### config.mk
export PLATFORM = sky130hd
export DESIGN_NAME = fpu_addsub_pipe
export DESIGN_NICKNAME = d
export VERILOG_FILES = /design/src/rtl/fpu_addsub_pipe.sv
export SDC_FILE = /design/constraint.sdc
export NUM_CORES = 1
export LEC_CHECK = 0
export CAP_MARGIN = 10
export CORE_UTILIZATION = 57
export CTS_CLUSTER_SIZE = 12
export DETAILED_ROUTE_END_ITERATION = 16
export PLACE_DENSITY_LB_ADDON = 0.12
export SETUP_SLACK_MARGIN = 0.3
export SYNTH_ARGS = -nofsm -noshare
export SYNTH_HDL_FRONTEND = slang
export SYNTH_SLANG_ARGS = --single-unit
export TNS_END_PERCENT = 10
### constraint.sdc
create_clock -name clock -period 13.5 [get_ports clock]
set_input_delay 2.7 -clock clock [delete_from_list [all_inputs] [get_ports clock]]
set_output_delay 2.7 -clock clock [all_outputs]
set_load 0.02 [all_outputs]
### src/rtl/fpu_addsub_pipe.sv
// Three-stage pipelined IEEE-style floating-point adder/subtractor with a valid/ready handshake.
// Stages: sort/align + special classification, significand add/sub, normalise/round/pack.
module fpu_addsub_pipe #(
  parameter int unsigned EXPW  = 5,
  parameter int unsigned FRACW = 10,
  parameter logic [EXPW+FRACW:0] QNAN = {1'b0, {EXPW{1'b1}}, 1'b1, {(FRACW-1){1'b0}}}
) (
  input  logic                clock,
  input  logic                reset_n,
  input  logic                in_valid,
  output logic                in_ready,
  input  logic [EXPW+FRACW:0] in_a,
  input  logic [EXPW+FRACW:0] in_b,
  input  logic                in_sub,
  output logic                out_valid,
  input  logic                out_ready,
  output logic [EXPW+FRACW:0] out_result,
  output logic [3:0]          out_flags
);

  localparam int unsigned W   = 1 + EXPW + FRACW;
  localparam int unsigned SW  = FRACW + 4;  // {hidden, frac, guard, round, sticky}
  localparam int unsigned XW  = FRACW + 3;  // {hidden, frac, guard, round}
  localparam int unsigned LZW = $clog2(SW + 1);
  localparam int unsigned EW  = (EXPW + 2 > LZW) ? EXPW + 2 : LZW;
  localparam logic [EW-1:0]   EXP_MAX  = EW'((64'd1 << EXPW) - 64'd1);
  localparam logic [EXPW-1:0] EXP_ONES = {EXPW{1'b1}};

  logic en;

  // Pipeline state
  logic                s1_valid_q, s2_valid_q, out_valid_q;
  logic                s1_spec_q, s1_spec_nv_q, s1_sign_q, s1_sub_q, s1_zsign_q;
  logic [W-1:0]        s1_spec_res_q;
  logic [EXPW-1:0]     s1_exp_q;
  logic [SW-1:0]       s1_big_q, s1_small_q;
  logic                s2_spec_q, s2_spec_nv_q, s2_sign_q, s2_zsign_q;
  logic [W-1:0]        s2_spec_res_q;
  logic [EXPW-1:0]     s2_exp_q;
  logic [SW:0]         s2_sum_q;
  logic [W-1:0]        out_result_q;
  logic [3:0]          out_flags_q;

  assign en         = ~out_valid_q | out_ready;
  assign in_ready   = en;
  assign out_valid  = out_valid_q;
  assign out_result = out_result_q;
  assign out_flags  = out_flags_q;

  // ---------------------------------------------------------------------------------------------
  // Stage 1: classify, sort by magnitude, align the smaller significand
  // ---------------------------------------------------------------------------------------------
  logic             a_sign, b_sign, l_sign, s_sign;
  logic [EXPW-1:0]  a_exp, b_exp, l_exp, s_exp, l_eexp, s_eexp, exp_diff;
  logic [FRACW-1:0] a_frac, b_frac, l_frac, s_frac;
  logic             a_nan, b_nan, a_inf, b_inf, a_snan, b_snan;
  logic             swap;
  logic [XW-1:0]    s_ext, s_shifted;
  logic             s_lost;
  logic             spec_d, spec_nv_d;
  logic [W-1:0]     spec_res_d;

  always_comb begin
    a_sign = in_a[W-1];
    a_exp  = in_a[W-2:FRACW];
    a_frac = in_a[FRACW-1:0];
    b_sign = in_b[W-1] ^ in_sub;
    b_exp  = in_b[W-2:FRACW];
    b_frac = in_b[FRACW-1:0];

    a_nan  = (a_exp == EXP_ONES) && (a_frac != '0);
    b_nan  = (b_exp == EXP_ONES) && (b_frac != '0);
    a_inf  = (a_exp == EXP_ONES) && (a_frac == '0);
    b_inf  = (b_exp == EXP_ONES) && (b_frac == '0);
    a_snan = a_nan && !a_frac[FRACW-1];
    b_snan = b_nan && !b_frac[FRACW-1];

    // Ties keep A as the large operand
    swap = in_b[W-2:0] > in_a[W-2:0];
    if (swap) begin
      l_sign = b_sign; l_exp = b_exp; l_frac = b_frac;
      s_sign = a_sign; s_exp = a_exp; s_frac = a_frac;
    end else begin
      l_sign = a_sign; l_exp = a_exp; l_frac = a_frac;
      s_sign = b_sign; s_exp = b_exp; s_frac = b_frac;
    end

    // Subnormals sit at effective exponent 1 with hidden bit 0
    l_eexp   = (l_exp == '0) ? EXPW'(1) : l_exp;
    s_eexp   = (s_exp == '0) ? EXPW'(1) : s_exp;
    exp_diff = l_eexp - s_eexp;

    s_ext     = {(s_exp != '0), s_frac, 2'b00};
    s_shifted = s_ext >> exp_diff;
    s_lost    = |(s_ext & ~({XW{1'b1}} << exp_diff));

    spec_d     = a_nan | b_nan | a_inf | b_inf;
    spec_nv_d  = 1'b0;
    spec_res_d = QNAN;
    if (a_nan || b_nan) begin
      spec_nv_d = a_snan | b_snan;
    end else if (a_inf && b_inf && (a_sign != b_sign)) begin
      spec_nv_d = 1'b1;
    end else if (a_inf) begin
      spec_res_d = {a_sign, EXP_ONES, {FRACW{1'b0}}};
    end else begin
      spec_res_d = {b_sign, EXP_ONES, {FRACW{1'b0}}};
    end
  end

  always_ff @(posedge clock) begin
    if (en) begin
      s1_spec_q     <= spec_d;
      s1_spec_nv_q  <= spec_nv_d;
      s1_spec_res_q <= spec_res_d;
      s1_sign_q     <= l_sign;
      s1_sub_q      <= l_sign ^ s_sign;
      // An exact zero is negative only when both effective operands are negative
      s1_zsign_q    <= a_sign & b_sign;
      s1_exp_q      <= l_eexp;
      s1_big_q      <= {(l_exp != '0), l_frac, 3'b000};
      s1_small_q    <= {s_shifted, s_lost};
    end
  end

  // ---------------------------------------------------------------------------------------------
  // Stage 2: significand add or subtract (large - small never goes negative)
  // ---------------------------------------------------------------------------------------------
  logic [SW:0] sum_d;

  always_comb begin
    if (s1_sub_q) sum_d = {1'b0, s1_big_q} - {1'b0, s1_small_q};
    else          sum_d = {1'b0, s1_big_q} + {1'b0, s1_small_q};
  end

  always_ff @(posedge clock) begin
    if (en) begin
      s2_spec_q     <= s1_spec_q;
      s2_spec_nv_q  <= s1_spec_nv_q;
      s2_spec_res_q <= s1_spec_res_q;
      s2_sign_q     <= s1_sign_q;
      s2_zsign_q    <= s1_zsign_q;
      s2_exp_q      <= s1_exp_q;
      s2_sum_q      <= sum_d;
    end
  end

  // ---------------------------------------------------------------------------------------------
  // Stage 3: normalise, round to nearest even, pack and flag
  // ---------------------------------------------------------------------------------------------
  function automatic logic [EW-1:0] lzc(input logic [SW-1:0] v);
    logic [EW-1:0] n;
    logic          found;
    n     = '0;
    found = 1'b0;
    for (int i = SW - 1; i >= 0; i--) begin
      if (!found && !v[i]) n = n + EW'(1);
      else                 found = 1'b1;
    end
    return n;
  endfunction

  logic [EW-1:0]    exp_in, lz, lim, sh, exp_n, rexp;
  logic [SW-1:0]    norm;
  logic [FRACW+1:0] mant;
  logic [FRACW-1:0] rfrac;
  logic             rnd_up, nx, normal;
  logic [W-1:0]     res_d;
  logic [3:0]       flags_d;

  always_comb begin
    exp_in = EW'(s2_exp_q);
    lz     = lzc(s2_sum_q[SW-1:0]);
    lim    = exp_in - EW'(1);
    sh     = (lz < lim) ? lz : lim;
    if (s2_sum_q[SW]) begin
      norm  = {s2_sum_q[SW:2], s2_sum_q[1] | s2_sum_q[0]};
      exp_n = exp_in + EW'(1);
    end else begin
      // Left shift stops at exponent 1; anything still unnormalised is subnormal
      norm  = s2_sum_q[SW-1:0] << sh;
      exp_n = exp_in - sh;
    end

    nx     = norm[2] | norm[1] | norm[0];
    rnd_up = norm[2] & (norm[1] | norm[0] | norm[3]);
    mant   = {1'b0, norm[SW-1:3]} + (FRACW+2)'(rnd_up);
    if (mant[FRACW+1]) begin
      rexp  = exp_n + EW'(1);
      rfrac = {FRACW{1'b0}};
    end else begin
      rexp  = exp_n;
      rfrac = mant[FRACW-1:0];
    end
    normal = mant[FRACW+1] | mant[FRACW];

    if (s2_spec_q) begin
      res_d   = s2_spec_res_q;
      flags_d = {s2_spec_nv_q, 3'b000};
    end else if (s2_sum_q == '0) begin
      res_d   = {s2_zsign_q, {(W-1){1'b0}}};
      flags_d = 4'b0000;
    end else if (rexp >= EXP_MAX) begin
      res_d   = {s2_sign_q, EXP_ONES, {FRACW{1'b0}}};
      flags_d = 4'b0101;
    end else begin
      res_d   = {s2_sign_q, normal ? rexp[EXPW-1:0] : {EXPW{1'b0}}, rfrac};
      flags_d = {2'b00, ~normal & nx, nx};
    end
  end

  always_ff @(posedge clock) begin
    if (!reset_n) begin
      s1_valid_q   <= 1'b0;
      s2_valid_q   <= 1'b0;
      out_valid_q  <= 1'b0;
      out_result_q <= '0;
      out_flags_q  <= '0;
    end else if (en) begin
      s1_valid_q  <= in_valid;
      s2_valid_q  <= s1_valid_q;
      out_valid_q <= s2_valid_q;
      if (s2_valid_q) begin
        out_result_q <= res_d;
        out_flags_q  <= flags_d;
      end
    end
  end

endmodule

==> results of run 1 <==
==> state kept, by name (all words and copies together), names as in the netlist <==
name / count
s1_sub_q: 1
out_flags: 4
s1_small_q: 14
s2_zsign_q: 1
s1_big_q: 11
s2_exp_q: 5
s1_spec_res_q: 2
s2_spec_q: 1
s2_spec_nv_q: 1
s1_valid_q: 1
s1_zsign_q: 1
s1_exp_q: 5
s2_sign_q: 1
s1_sign_q: 1
out_result: 16
s1_spec_q: 1
s2_sum_q: 15
s2_valid_q: 1
s1_spec_nv_q: 1
s2_spec_res_q: 2
out_valid: 1
==> through the flow <==
| step | instance area [µm²] | util, % | cells |
|---|---|---|---|
| after global routing | 10800 | 67.0 | 1391 |
| after CTS | 10500 | 65.2 | 1376 |
| after floorplan | 9470 | - | 1131 |
| after global placement | 10200 | 63.3 | 1360 |
| final | 10800 | 67.0 | 1391 |
| after detailed placement | 10200 | 63.3 | 1360 |
==> logic make-up after synthesis <==
kind of cell / Yosys count / synth area share [%]
simple gates: 410 / 22.7
compound gates: 319 / 23.5
buf+inv: 113 / 4.77
flops: 86 / 24.8
fa+ha+maj: 70 / 9.38
xor+xnor: 67 / 7.29
mux: 66 / 7.50
==> where the power goes <==
| group | internal (µW) | switching (µW) |
|---|---|---|
| sequential | 362 | 111 |
| clock | 131 | 113 |
| combinational | 627 | 895 |
| total | 1120 | 1120 |
==> repair_timing <==
item / 4_1_cts / 5_1_grt
setup endpoints to repair: 0 / 18
setup buffers: 0 / 15
gates resized for setup: 0 / 30
==> final cells by class <==
class	count	area (µm²)
fillers	1359	5300
flip-flops and latches	86	2350
well taps	216	270
clock buffers	9	225
multi-input cells	932	6860
inverters	63	236
repair buffers	78	731
clock inverters	7	75.1
==> cells in the mapped netlist (25+ instances only) <==
cell	count	share of area, %
a21oi_1	66	3.5
nand2_1	105	4.2
nand3_1	32	1.7
nor3_1	27	1.4
clkbuf_1	35	1.4
edfxtp_1	63	20
nor2_1	93	3.7
nor4_1	25	1.7
ha_1	67	8.8
inv_1	60	2.4
o21ai_0	67	3.5
xnor2_1	36	3.3
mux2i_1	53	5.6
==> worst max-delay path: cells and delay by family (launching register included) <==
| family | cells | cell delay, ns |
|---|---|---|
| buffers and inverters | 3 | 0.43 |
| AOI/OAI and AO/OA | 20 | 4.30 |
| xor gates and xnor gates | 2 | 0.30 |
| and+or+nand+nor | 18 | 2.70 |
| DFF | 1 | 0.50 |
| muxes | 3 | 0.50 |
| adders and majority gates | 12 | 3.50 |
==> final timing paths <==
check,endpoint,cells past startpoint,start
worst max register to register,out_result[12],58,s2_sum_q[12]
worst max-delay path,out_result[12],58,s2_sum_q[12]
worst min register to register,s2_spec_res_q[15],0,s1_spec_res_q[15]
worst min-delay path,s2_spec_res_q[15],0,s1_spec_res_q[15]
==> metal layers <==
metal	wire, µm	part of all wire (%)	global-route usage, %
met2	11900	47	49.0
met4	690	2.7	10.6
met3	1430	5.7	4.76
met5	0	0	0
met1	11200	44	38.7
==> summary.md, run 1 <==
| Metric | Value |
|---|---|
| Full die area | 17100 µm² |
| Post-Synthesis Cell Area | 9470 µm² |
| Initial antenna violation count | 0 |
| Pwr dens | 208 nW/µm² |
| Cts bufs inserted | 9 |
| Final slew viol count | 0 |
| Initial core utilization | between 50% and 60% |
| Drt total wl | 25.2 mm |
| DR DRC count | 0 |
| Reg2reg setup slack | around 1.1 ns |
| Seq/Total Area, Yosys | about 25% |
| Most used cell, CP | ha_1 |
| Worst Setup End Kind | flop |
| Setup violations, final | 0 |
| CTS Root Cell | clkbuf_16 |
| Die width | approximately 130 µm |
| Vias per cell | around 6.3 |
| Total GRT Usage | slightly below 30% |
| Synthesized netlist cell count | roughly 1100 |
| EDFF count, synth | 63 |
| CTS tree | done |
| Worst vdd ir | about 0.00011 V |
| Min Tclk post-route | 12.39 ns |
| Antenna diode count | 0 |
| DR vias | just under 9000 |
| Kind of critical path | reg -> reg |
| Final setup margin | ~1.1 ns |
| Fin nets | 1276 |
| Post-DRT Antenna Nets | 0 |
| CP Launch Type | flop |
| Worst slew pin tran | between 0.9 and 1 ns |
| Tcrit/Tclk final | between 90 and 100% |
| Worst slew margin | about a third |
| IO buf count | 58 |
| Routed wire length per instance | 18.1 µm |
| First-pass GRT wire length | ~39 mm |
| Commonest non-fill, non-tap cell in the layout | nand2_1 |
| Crit path required time | between 10 and 15 ns |
| Critical-path maximum fanout | 16 |
| Remaining Overflow, GRT | 0 |
| Std-Cell Rows | 46 |
| I/O Pins | 59 |
| Core Area | about 16000 µm² |
| Hold buffers post-CTS | 0 |
| Share of post-route cells with drive strength above 1 | a little under 10% |
| Vias in the first global route | ~8000 |
| Leak pwr | 0.00420 µW |
| Worst EP arrival | about 13 ns |
| Total clock sinks | 86 |
| DR iter-0 viols | between 700 and 800 |
| Clock skew | 0.0140 ns |
| Synthesized net count | around 1200 |
| Worst hold slack | 0.421 ns |
| Max-Cap Viols | 0 |
| Hold Crit Class | reg -> reg |
| Most frequent cells in the layout | 104 x nand2_1, 90 x nor2_1, 67 x o21ai_0, 66 x ha_1 |
| Clk buf depth | 2 |
| Yosys cell types | 100 |
| Outcome | completed |
| Area Overhead vs Synth | 13.5% |
| Largest net degree at the start of global routing | between 70 and 80 |
| CP max stage cell | or4_4 |
| RSZ-0062 raised after global routing | false |
| Largest stage delay, worst path | roughly 0.71 ns |
| Setup_tns | 0 ns |
| Die H | 131 µm |
| Highest Clock Rate | between 80 and 90 MHz |
| Pre-CTS setup slack | just under 0.4 ns |
| Clock latency at the later pin of the worst-skew pair | 0.36 ns |
| DP Wirelength | 19.3 mm |
| Flops & latches, synth | 86 |
| Synthesized area per cell | 8.38 µm² |
| Yosys Warn Count | 0 |
| DR pass1 iterations | 5 |
| Overall power | approximately 2200 µW |
| Fraction of registers with async set/reset | 0% |
| GP Congestion | a little under 1 |
| Final-report hold violation count | 0 |
| H-tree levels | 3 |
| Primary FF master, synth | edfxtp_1 |
| Clock transition at path regs | around 0.07 ns |
Power figures use the tool's default switching activity.
==> inputs of run 2 (changes only) <==
CORE_UTILIZATION = 25   (was 57)
==> run 2 against run 1 <==
Effect of this change:
- non-clock buffer count up 16
- register-to-register slack improved by 0.11 ns
- total power rose by 3.7%
- critical path type unchanged
- clock-buffer cell count is the same
- largest cell class unchanged
- sequential share of layout area fell by 0.99 points
==> summary.md, run 2 (synthesized netlist as in run 1, its figures left out) <==
| Metric | Value |
|---|---|
| Largest net degree at the start of global routing | 71 (unchanged) |
| CP max stage cell | edfxtp_1 (was or4_4) |
| Die width | 197 µm (was 131 µm) |
| CP Launch Type | flop (unchanged) |
| Final Core Density | 30.5% (was 67.0%) |
| Highest Clock Rate | 81.4 MHz (was 80.7 MHz) |
| CTS Root Cell | clkbuf_16 (unchanged) |
| Worst slew pin tran | 1.05 ns (was 0.978 ns) |
| Net Sw Power | 1150 µW (was 1120 µW) |
| Cts bufs inserted | 9 (unchanged) |
| IO buf count | 58 (unchanged) |
| Total GRT Usage | 15.3% (was 29.5%) |
| DR iter-0 viols | 465 (was 725) |
| Post-DRT Antenna Nets | 0 (unchanged) |
| Pwr dens | 206 nW/µm² (was 208 nW/µm²) |
| WP buf/inv | 3 (unchanged) |
| Vias per cell | 5.12 (was 6.34) |
| Share of post-route cells with drive strength above 1 | 11.1% (was 9.70%) |
| Antenna diode count | 0 (unchanged) |
| Hold Crit Class | reg -> reg (unchanged) |
| Initial antenna violation count | 0 (unchanged) |
| Min Tclk post-route | 12.28 ns (was 12.39 ns) |
| Area Overhead vs Synth | 18.9% (was 13.5%) |
| Crit path depth | 58 (unchanged) |
| First-pass GRT wire length | 47.1 mm (was 39.4 mm) |
| GR Layer Usage met1 | 21.4% (was 38.7%) |
| DR vias | 8685 (was 8821) |
| Worst hold slack | 0.419 ns (was 0.421 ns) |
| FF/Latch Area | 2350 µm² (unchanged) |
| CTS tree | done (unchanged) |
| Vias in the first global route | 8487 (was 7972) |
| Largest stage delay, worst path | 0.51 ns (was 0.71 ns) |
| Commonest non-fill, non-tap cell in the layout | nand2_1 (unchanged) |
| Switching Share | 49.5% (was 50.0%) |
| Tcrit/Tclk final | 91.0% (was 91.8%) |
| Drt total wl | 29.5 mm (was 25.2 mm) |
| Initial core utilization | 25.6% (was 59.0%) |
| Remaining Overflow, GRT | 0 (unchanged) |
| Worst R2R Start | s2_sum_q[12] (unchanged) |
| Die H | 197 µm (was 131 µm) |
| Worst r2r path cells | 58 (unchanged) |
| Full die area | 38700 µm² (was 17100 µm²) |
| Largest register FFs | 16 (unchanged) |
| Max-Cap Viols | 0 (unchanged) |
| Worst EP arrival | 12.52 ns (was 12.62 ns) |
| DP Cell Count | 1651 (was 1360) |
| H-tree levels | 3 (unchanged) |
| Hold buffers post-CTS | 0 (unchanged) |
| DR pass1 iterations | 5 (unchanged) |
| Worst vdd ir | 0.0000733 V (was 0.000106 V) |
| Kind of critical path | reg -> reg (unchanged) |
| Combinational group share of total power | 68.0% (about the same) |
| Leak pwr | 0.00429 µW (was 0.00420 µW) |
| Multi-input logic area | 6870 µm² (was 6860 µm²) |
| Worst slew margin | 29.4% (was 34.3%) |
| Pre-CTS setup slack | 0.0217 ns (was 0.391 ns) |
| Clock skew | 0.00836 ns (was 0.0140 ns) |
| Std-Cell Rows | 70 (was 46) |
| RSZ-0062 raised after global routing | false (unchanged) |
| Routed wire length per instance | 17.4 µm (was 18.1 µm) |
| Setup_tns | 0 ns (unchanged) |
| Final-report hold violation count | 0 (unchanged) |
| Worst Setup End Kind | flop (unchanged) |
| Reg2reg setup slack | 1.22 ns (was 1.11 ns) |
| Most frequent cells in the layout | 104 x nand2_1, 90 x nor2_1, 67 x o21ai_0, 66 x ha_1 (unchanged) |
| Clk buf depth | 2 (unchanged) |
| Final setup margin | 1.22 ns (was 1.11 ns) |
| I/O Pins | 59 (unchanged) |
| Fin nets | 1292 (was 1276) |
| DP Wirelength | 23.1 mm (was 19.3 mm) |
| Final cell count without fillers | 1695 (was 1391) |
| Crit path required time | 13.74 ns (was 13.73 ns) |
| Final slew viol count | 0 (unchanged) |
| Fill count | 3996 (was 1359) |
| Clock latency at the later pin of the worst-skew pair | 0.34 ns (was 0.36 ns) |
| CP delay by family, top | compound AO/OA/AOI/OAI gates (unchanged) |
| CP Capture Point | out_flags[1] (was out_result[12]) |
| GP Congestion | 0.864 (was 0.980) |
| Total clock sinks | 86 (unchanged) |
| Seq pwr share | 20.2% (was 21.1%) |
| GR Util met3 | 1.83% (was 4.76%) |
| Setup violations, final | 0 (unchanged) |
| Core Area | 37000 µm² (was 16100 µm²) |
| Clock transition at path regs | 0.07 ns (about the same) |
| Routing usage on met2 | 25.4% (was 49.0%) |
| Min-delay src | s1_exp_q[0] (was s1_spec_res_q[15]) |
| P_int | 1170 µW (was 1120 µW) |
| Gr busiest metal | met2 (unchanged) |
| CP Launch Point | s2_sum_q[12] (unchanged) |
| Most used cell, CP | ha_1 (unchanged) |
| DR DRC count | 0 (unchanged) |
| Outcome | completed (unchanged) |
| Critical-path maximum fanout | 7 (was 16) |
| R2R Path End | out_flags[1] (was out_result[12]) |
| Clock share of power | 11.8% (was 10.9%) |
[run 2: worst min-delay path by stage]
stage,endpoint,slack (ns),cells after the start
after floorplan,s2_exp_q[0],0.40,0
after global placement,s2_zsign_q,0.40,0
after detailed placement,s2_spec_res_q[9],0.40,0
after CTS,s2_exp_q[0],0.42,0
after global routing,s2_spec_res_q[9],0.43,0
final,s2_exp_q[0],0.42,0
[run 2: layout make-up]
type                            count  area share, %
Multi-Input combinational cell    932           61.0
Sequential cell                    86           20.9
Timing Repair Buffer               94           7.55
Tap cell                          504           5.60
Inverter                           63           2.10
Clock buffer                        9           2.00
Clock inverter                      7          0.911
[run 2: stage by stage]
stage	power [µW]	instance area (µm²)
after global placement	1940	10500
after floorplan	1550	9470
final	2320	11300
after detailed placement	1940	10500
after global routing	2530	11300
after CTS	2230	10900
[run 2: worst reg2reg max path: cells and delay by family (launching register included)]
family,cells,cell delay (ns)
DFF,1,0.51
and+or+nand+nor,22,3.07
xor gates and xnor gates,2,0.53
AOI/OAI and AO/OA,16,3.56
muxes,4,0.83
buffers and inverters,3,0.44
adders and majority gates,11,3.22
[run 2: repair_timing]
item	CTS	global route
pin swaps	0	10
buffers inserted	0	28
gates resized for setup	2	32
endpoints found under the setup margin	18	18
gates cloned	0	0
[run 2: routing by layer]
layer  routed length (µm)  share of wire [%]
met1                14300                 49
met2                13800                 47
met3                 1050                3.6
met4                  276               0.94
met5                    0                  0
[run 2: power by group through the flow]
stage          clock [µW]  combinational, µW  sequential [µW]
6_report              274               1580              468
5_1_grt               296               1750              479
4_1_cts               286               1470              468
3_5_place_dp            0               1460              474
3_3_place_gp            0               1470              474
2_1_floorplan           0               1150              403
==> inputs of run 3 (changes only) <==
CORE_UTILIZATION = 45   (was 25)
SETUP_SLACK_MARGIN = 0.4   (was 0.3)
SLEW_MARGIN = 5   (was unset)
==> run 3 against run 2 <==
Effect of this change:
- clock-buffer cell count stayed put
- via count is 1.1% higher
- maximum frequency is 0.38% lower
- total power is 3.5% lower
- highest routed layer unchanged
- sequential share of layout area is 0.80 points higher
- sequential cell count stayed put
- first-iteration DRC count is 48% higher
- largest power group unchanged
- clock skew is 0.0037 ns higher
- final cell count is 15% lower
- hold slack better by 0.0013 ns
- critical path depth is 4 lower
==> summary.md, run 3 (synthesized netlist as in run 1, its figures left out) <==
| Metric | Value |
|---|---|
| Outcome | completed (unchanged) |
| Combinational group share of total power | 68.4% (was 68.0%) |
| Antenna diode count | 0 (unchanged) |
| Cts bufs inserted | 9 (unchanged) |
| Largest net degree at the start of global routing | 71 (unchanged) |
| Final slew viol count | 0 (unchanged) |
| Core Area | 20400 µm² (was 37000 µm²) |
| Tcrit/Tclk final | 91.3% (was 91.0%) |
| Initial core utilization | 46.4% (was 25.6%) |
| RSZ-0062 raised after global routing | false (unchanged) |
| IO buf count | 58 (unchanged) |
| Most used cell, CP | ha_1 (unchanged) |
| Highest Clock Rate | 81.1 MHz (was 81.4 MHz) |
| Min Tclk post-route | 12.33 ns (was 12.28 ns) |
| Clock share of power | 10.8% (was 11.8%) |
| DR pass1 iterations | 5 (unchanged) |
| Commonest non-fill, non-tap cell in the layout | nand2_1 (unchanged) |
| Remaining Overflow, GRT | 0 (unchanged) |
| CP Launch Type | flop (unchanged) |
| Vias in the first global route | 8148 (was 8487) |
| Overall power | 2240 µW (was 2320 µW) |
| H-tree levels | 3 (unchanged) |
| DP Wirelength | 19.8 mm (was 23.1 mm) |
| Die width | 147 µm (was 197 µm) |
| Area Overhead vs Synth | 14.5% (was 18.9%) |
| Largest stage delay, worst path | 0.66 ns (was 0.51 ns) |
| First-pass GRT wire length | 40.9 mm (was 47.1 mm) |
| Setup violations, final | 0 (unchanged) |
| GP Congestion | 0.977 (was 0.864) |
| Initial antenna violation count | 0 (unchanged) |
| Setup_tns | 0 ns (unchanged) |
| Hold buffers post-CTS | 0 (unchanged) |
| Max-Cap Viols | 0 (unchanged) |
| Drt total wl | 25.5 mm (was 29.5 mm) |
| Std-Cell Rows | 52 (was 70) |
| DR DRC count | 0 (unchanged) |
| CTS tree | done (unchanged) |
| Worst slew margin | 37.5% (was 29.4%) |
| Clock transition at path regs | 0.07 ns (about the same) |
| Die H | 147 µm (was 197 µm) |
| CP max stage cell | or4_4 (was edfxtp_1) |
| DR vias | 8778 (was 8685) |
| Share of post-route cells with drive strength above 1 | 9.93% (was 11.1%) |
| Clk buf depth | 2 (unchanged) |
| Vias per cell | 6.06 (was 5.12) |
| Seq pwr share | 20.8% (was 20.2%) |
| Clock latency at the later pin of the worst-skew pair | 0.35 ns (was 0.34 ns) |
| Net Sw Power | 1110 µW (was 1150 µW) |
| Final-report hold violation count | 0 (unchanged) |
| CTS Root Cell | clkbuf_16 (unchanged) |
| Clock skew | 0.0121 ns (was 0.00836 ns) |
| Fin nets | 1279 (was 1292) |
| Kind of critical path | reg -> reg (unchanged) |
| Worst slew pin tran | 0.930 ns (was 1.05 ns) |
| Total GRT Usage | 23.3% (was 15.3%) |
| Leak pwr | 0.00421 µW (was 0.00429 µW) |
| Full die area | 21600 µm² (was 38700 µm²) |
| Worst Setup End Kind | flop (unchanged) |
| Hold Crit Class | reg -> reg (unchanged) |
| Pwr dens | 207 nW/µm² (was 206 nW/µm²) |
| Most frequent cells in the layout | 103 x nand2_1, 90 x nor2_1, 67 x o21ai_0, 66 x ha_1 (was 104 x nand2_1, 90 x nor2_1, 67 x o21ai_0, 66 x ha_1) |
| Switching Share | 49.7% (was 49.5%) |
| Crit path required time | 13.75 ns (was 13.74 ns) |
| Critical-path maximum fanout | 15 (was 7) |
| P_int | 1130 µW (was 1170 µW) |
| Worst vdd ir | 0.0000878 V (was 0.0000733 V) |
| Total clock sinks | 86 (unchanged) |
| DR iter-0 viols | 688 (was 465) |
| I/O Pins | 59 (unchanged) |
| Post-DRT Antenna Nets | 0 (unchanged) |
| Routed wire length per instance | 17.6 µm (was 17.4 µm) |
| Largest register FFs | 16 (unchanged) |
| Worst EP arrival | 12.57 ns (was 12.52 ns) |
==> run 3: final cells by class <==
type	instances	area (µm²)
Clock buffer	9	225
Clock inverter	7	75.1
Fill cell	1920	9580
Inverter	63	236
Multi-Input combinational cell	932	6860
Sequential cell	86	2350
Tap cell	270	338
Timing Repair Buffer	81	766
==> run 3: power groups by stage <==
stage / Combinational (µW) / Clock [µW] / Sequential [µW]
floorplan: 1150 / 0 / 403
global placement: 1400 / 0 / 478
detailed placement: 1400 / 0 / 478
CTS: 1410 / 247 / 473
global route: 1680 / 256 / 475
finish: 1530 / 242 / 466
==> run 3: final timing paths <==
kind / start / end / slack (ns) / cells past startpoint
worst min-delay path: s1_exp_q[1] / s2_exp_q[1] / 0.42 / 0
worst max register to register: s2_sum_q[11] / out_result[5] / 1.17 / 54
worst min register to register: s1_exp_q[1] / s2_exp_q[1] / 0.42 / 0
worst max-delay path: s2_sum_q[11] / out_result[5] / 1.17 / 54
==> run 3: what timing repair did <==
item                                    CTS  global route
resized for setup                         0            29
endpoints found under the setup margin    0            18
setup buffers                             0            16
==> run 3: routing by layer <==
layer	wire, µm	vias to the layer above	GRT usage (%)
li1	-	4340	-
met1	11700	4111	31.2
met2	12100	279	39.0
met3	1160	48	2.73
met4	556	0	7.78
met5	0	-	0
==> run 3: critical path, delay by kind of cell, from the launching register on <==
kind | cells | cell delay [ns]
muxes | 3 | 0.52
DFF | 1 | 0.49
AOI/OAI and AO/OA | 15 | 3.33
buffers and inverters | 2 | 0.31
adders and majority gates | 11 | 3.23
and+or+nand+nor | 23 | 4.32
==> run 3: through the flow <==
| step | std cells | area (µm²) | hold WS [ns] | util [%] | worst slack (ns) |
|---|---|---|---|---|---|
| after global placement | 1416 | 10200 | 0.401 | 50.2 | 0.814 |
| after global routing | 1448 | 10800 | 0.428 | 53.1 | 0.337 |
| after detailed placement | 1416 | 10200 | 0.405 | 50.2 | 0.514 |
| final | 1448 | 10800 | 0.420 | 53.1 | 1.17 |
| after floorplan | 1131 | 9470 | 0.400 | - | 1.44 |
| after CTS | 1432 | 10500 | 0.421 | 51.6 | 0.511 |
